## src/rtl/mainfsm.sv

```systemverilog
// mainfsm: multicycle processor main control FSM; define MAINFSM_STATE_OUT_EN to expose the State port
module mainfsm (
  input  logic       clk,
  input  logic       reset,
  input  logic [1:0] Op,
  input  logic [5:0] Funct,
  output logic       IRWrite,
  output logic       AdrSrc,
  output logic       ALUSrcA,
  output logic       ALUOp,
  output logic       NextPC,
  output logic       RegW,
  output logic       MemW,
  output logic       Branch,
  output logic [1:0] ALUSrcB,
  output logic [1:0] ResultSrc
`ifdef MAINFSM_STATE_OUT_EN
  ,
  output logic [3:0] State
`endif
);
  typedef enum logic [3:0] {
    FETCH    = 4'd0,
    DECODE   = 4'd1,
    MEMADR   = 4'd2,
    MEMRD    = 4'd3,
    MEMWB    = 4'd4,
    MEMWR    = 4'd5,
    EXECUTER = 4'd6,
    EXECUTEI = 4'd7,
    ALUWB    = 4'd8,
    BRANCH   = 4'd9
  } state_t;
  state_t s;
  logic unused_funct;
  assign unused_funct = ^Funct[4:1];
  // State transitions; Op/Funct only matter in DECODE and MEMADR, unused codes fall back to FETCH
  always_ff @(posedge clk) begin
    if (reset) s <= FETCH;
    else
      case (s)
        FETCH:              s <= DECODE;
        DECODE:             s <= Op == 2'b00 ? (Funct[5] ? EXECUTEI : EXECUTER) :
                                 Op == 2'b01 ? MEMADR : Op == 2'b10 ? BRANCH : FETCH;
        MEMADR:             s <= Funct[0] ? MEMRD : MEMWR;
        MEMRD:              s <= MEMWB;
        EXECUTER, EXECUTEI: s <= ALUWB;
        default:            s <= FETCH;
      endcase
  end
  // Moore output decode from the state register only; unused codes decode to all zeros
  always_comb begin
    IRWrite   = s == FETCH;
    NextPC    = s == FETCH;
    AdrSrc    = s == MEMRD || s == MEMWR;
    ALUSrcA   = s == FETCH || s == DECODE;
    ALUOp     = s == EXECUTER || s == EXECUTEI;
    RegW      = s == MEMWB || s == ALUWB;
    MemW      = s == MEMWR;
    Branch    = s == BRANCH;
    ALUSrcB   = (s == FETCH || s == DECODE) ? 2'b10 :
                (s == MEMADR || s == EXECUTEI || s == BRANCH) ? 2'b01 : 2'b00;
    ResultSrc = (s == FETCH || s == DECODE || s == BRANCH) ? 2'b10 :
                s == MEMWB ? 2'b01 : 2'b00;
  end
`ifdef MAINFSM_STATE_OUT_EN
  assign State = s;
`endif
endmodule

```

## config.mk

```make
export PLATFORM = sky130hd
export DESIGN_NAME = mainfsm
export DESIGN_NICKNAME = d
export VERILOG_FILES = /design/src/rtl/mainfsm.sv
export SDC_FILE = /design/constraint.sdc
export NUM_CORES = 1
export LEC_CHECK = 0
export ABC_AREA = 1
export CORE_AREA = 2 2 39 41
export CTS_CLUSTER_DIAMETER = 40
export DETAILED_ROUTE_END_ITERATION = 16
export DIE_AREA = 0 0 41 43
export HOLD_SLACK_MARGIN = 0.15
export PLACE_DENSITY = 0.69
export SYNTH_ARGS = -nofsm -noshare
export SYNTH_HDL_FRONTEND = slang
export SYNTH_SLANG_ARGS = --single-unit
```

## constraint.sdc

```tcl
create_clock -name clk -period 1.3 [get_ports clk]
set_input_delay 0.26 -clock clk [delete_from_list [all_inputs] [get_ports clk]]
set_output_delay 0.26 -clock clk [all_outputs]
set_load 0.02 [all_outputs]
```

==> summary.md <==
| Metric | Value |
|---|---|
| Status | `finished with violations` |
| Failing checks | `negative setup slack` |
| Placed cell count | `90` |
| # rows | `14` |
| HP Class | `input pin to register` |
| Post-Synth Adder-Cell Area | `0` |
| Type of origin of the critical path | `register` |
| Dpl hpwl | `between 700 and 800 um` |
| Max-slew headroom | `0.860` |
| Worst EP required | `between 1 and 1.5 ns` |
| Vias | `403` |
| CTS Root Cell | `clkbuf_4` |
| Largest regs | `s x4` |
| Maximum vdd drop | `about 0.47 mV` |
| Fin crit period | `between 1 and 1.5 ns` |
| Largest register by flop count | `s` |
| Post-route clock period utilization | `1.08` |
| CTS tree | `built` |
| Initial drt markers | `0` |
| Largest stage delay on the critical path | `between 0.3 and 0.4 ns` |
| Initial Util | `0.227` |
| Worst-Margin Slew | `roughly 0.21 ns` |
| Cells after synthesis | `50` |
| Final Power | `0.000565 W` |
| FILL cells | `142` |
| H-Tree Depth | `1` |
| DRC viols | `0` |
| P&R area growth vs syn | `106%` |
| Antenna-violating nets left | `0` |
| Clk_lat worst skew | `0.24 ns` |
| Worst Path Arrival | `about 1.2 ns` |
| DR vias/cell | `approximately 4.3` |
| Core Region | `roughly 0.0014 mm^2` |
| Fmax | `approximately 710 MHz` |
| Largest net degree at the start of global routing | `7` |
| CP cell instances | `clkinv_4, nand2_2, nor2_4, a31o_2, buf_6` |
| Slew Limit Fails | `0` |
| Crit path kind | `register to primary output` |
| Post-synthesis mux area share | `0` |
| Dominant cells by area after synthesis | `dfxtp_1 25%, nand2_1 11%, nor2_1 11%, inv_1 9.6%, a21oi_1 6.4%` |
| Max clock buf depth | `2` |
| Chip Width | `around 41 um` |
| Lkg Pwr | `around 0.31 nW` |
| Max FO, Critical Path | `3` |
| Compound-gate portion of the synthesized area | `0.159` |
| Clock slew seen by the registers of the worst setup and hold paths | `around 0.040 ns` |
| Area fraction of the dominant cell type after synthesis | `0.255` |
| Pre-CTS setup slack | `-0.306 ns` |
| Area taken by multi-input logic gates | `roughly 210 um^2` |
| Yosys cell types | `16` |
| RSZ-0062 raised after global routing | `true` |
| Avg WL per Cell | `9.90 um` |
| Fin nets | `90` |
| Total global-route track usage | `0.131` |
| Count of final setup violators | `5` |
| Final WL | `931 um` |
| Hold Worst Slack | `roughly 0.65 ns` |
| Sequential share of the synthesized area | `0.255` |
| Crit path max-delay family | `flip-flops` |
| DRT Pass-1 Iters | `1` |
| Post-synth net total | `60` |
| Number of global-route vias before repair | `380` |
| WP buf/inv | `2` |
| Gr ovfl total | `0` |
| Share of cells above drive strength 1 | `0.628` |
| Combinational family with the most area after synthesis | `simple AND/OR/NAND/NOR gates` |
| TritonCTS buffer count | `3` |
| Storage cell area | `around 95 um^2` |
| Number of synthesized flops with an enable pin | `0` |
| Final hold viol count | `0` |
| Top cell type by total area after synthesis | `dfxtp_1` |
| Most common flop cell mapped by yosys | `dfxtp_1` |
| Ports | `22` |
| Simple-gate area share of the yosys netlist | `0.378` |
| Synthesis Warnings | `0` |
| ANT cells | `0` |
| #FFs+latches synth | `4` |
| Synth Area per Inst | `around 6.3 um^2` |
| Async set or reset register ratio after synthesis | `0` |
| Die Ht | `roughly 43 um` |
| Commonest cells in the netlist | `9 x nand2_1, 9 x nor2_1, 8 x inv_1` |
| Final Non-Filler Cells | `94` |
| # clock sinks | `4` |
| Max reg flops | `4` |
| Port Buffers | `17` |
| XOR/XNOR share of the synthesized area | `0` |
| Final Core Density | `0.467` |
| Post-Syn Area | `314 um^2` |
| Die Area | `approximately 0.0018 mm^2` |
| Worst path slowest cell | `dfxtp_4` |
| Max-cap violations | `0` |
| First-pass GRT wire length | `roughly 1.5 mm` |
| RePlAce Congestion | `a little over 0.7` |
| Worst Slack Setup Final | `-0.106 ns` |
| Initial antenna violation count | `0` |
| Nature of the critical path endpoint | `primary output` |
| Power per cell area | `a little under 900 mW/mm^2` |
| Skew final | `roughly 0.0074 ns` |
[layout by cell type (no fill, tap or decap)]
cell type	instances
inv_2	2
inv_4	3
a31o_2	1
nand4_1	2
clkdlybuf4s50_1	5
a21oi_2	2
buf_4	15
nor2_4	3
nand2_4	2
o211ai_1	1
nand2_1	6
buf_6	8
a21oi_1	3
o21ai_1	1
inv_1	3
nor2_1	5
nand2_2	3
nor2_2	2
dfxtp_4	4
nand3_1	3
clkbuf_4	3
clkinv_4	1
[metal layers]
| metal | track usage | share of wire | wire length (um) |
|---|---|---|---|
| met5 | 0 | 0 | 0 |
| met4 | 0.100 | 0.031 | 29 |
| met2 | 0.200 | 0.54 | 500 |
| met1 | 0.145 | 0.37 | 347 |
| met3 | 0.0314 | 0.058 | 54 |
[cells by family after synthesis]
| family | count (synthesis) |
|---|---|
| AO/OA/AOI/OAI | 8 |
| AND/OR/NAND/NOR | 26 |
| buffers and inverters | 12 |
| flip-flops | 4 |
[power by group]
part	total [W]	internal (W)	switching, W
Sequential	0.000145	0.000129	0.0000160
Clock	0.000164	0.000104	0.0000597
Combinational	0.000256	0.000130	0.000126
Total	0.000565	0.000363	0.000202
[layout make-up]
cell class / instances / share of cell area
clock buffer: 3 / 0.0348
multi-input combinational: 34 / 0.325
inverter: 9 / 0.0716
sequential: 4 / 0.147
tap: 16 / 0.0309
timing repair buffer: 28 / 0.391
[per-stage QoR]
step | setup TNS [ns] | instance area [um^2]
6_report | -0.194 | 647
5_1_grt | -0.671 | 647
4_1_cts | -0.273 | 594
3_5_place_dp | -3.21 | 561
3_3_place_gp | -3.02 | 561
2_1_floorplan | 0 | 322
[path summary, 6_finish.rpt]
check,startpoint,to,slack (ns),cells past startpoint
hold / removal,reset,s[2],0.65,2
setup reg to reg,s[3],s[0],0.22,7
hold reg to reg,s[1],s[1],0.69,3
setup / recovery,s[1],AdrSrc,-0.11,5
[repair_timing]
| action | CTS | global route |
|---|---|---|
| resized for setup | 78 | 17 |
| setup endpoints to repair | 12 | 12 |
| pin swaps | 1 | 1 |
| buffers inserted | 0 | 1 |
| hold buffers | 0 | 0 |
(Power assumes the default switching activity.)
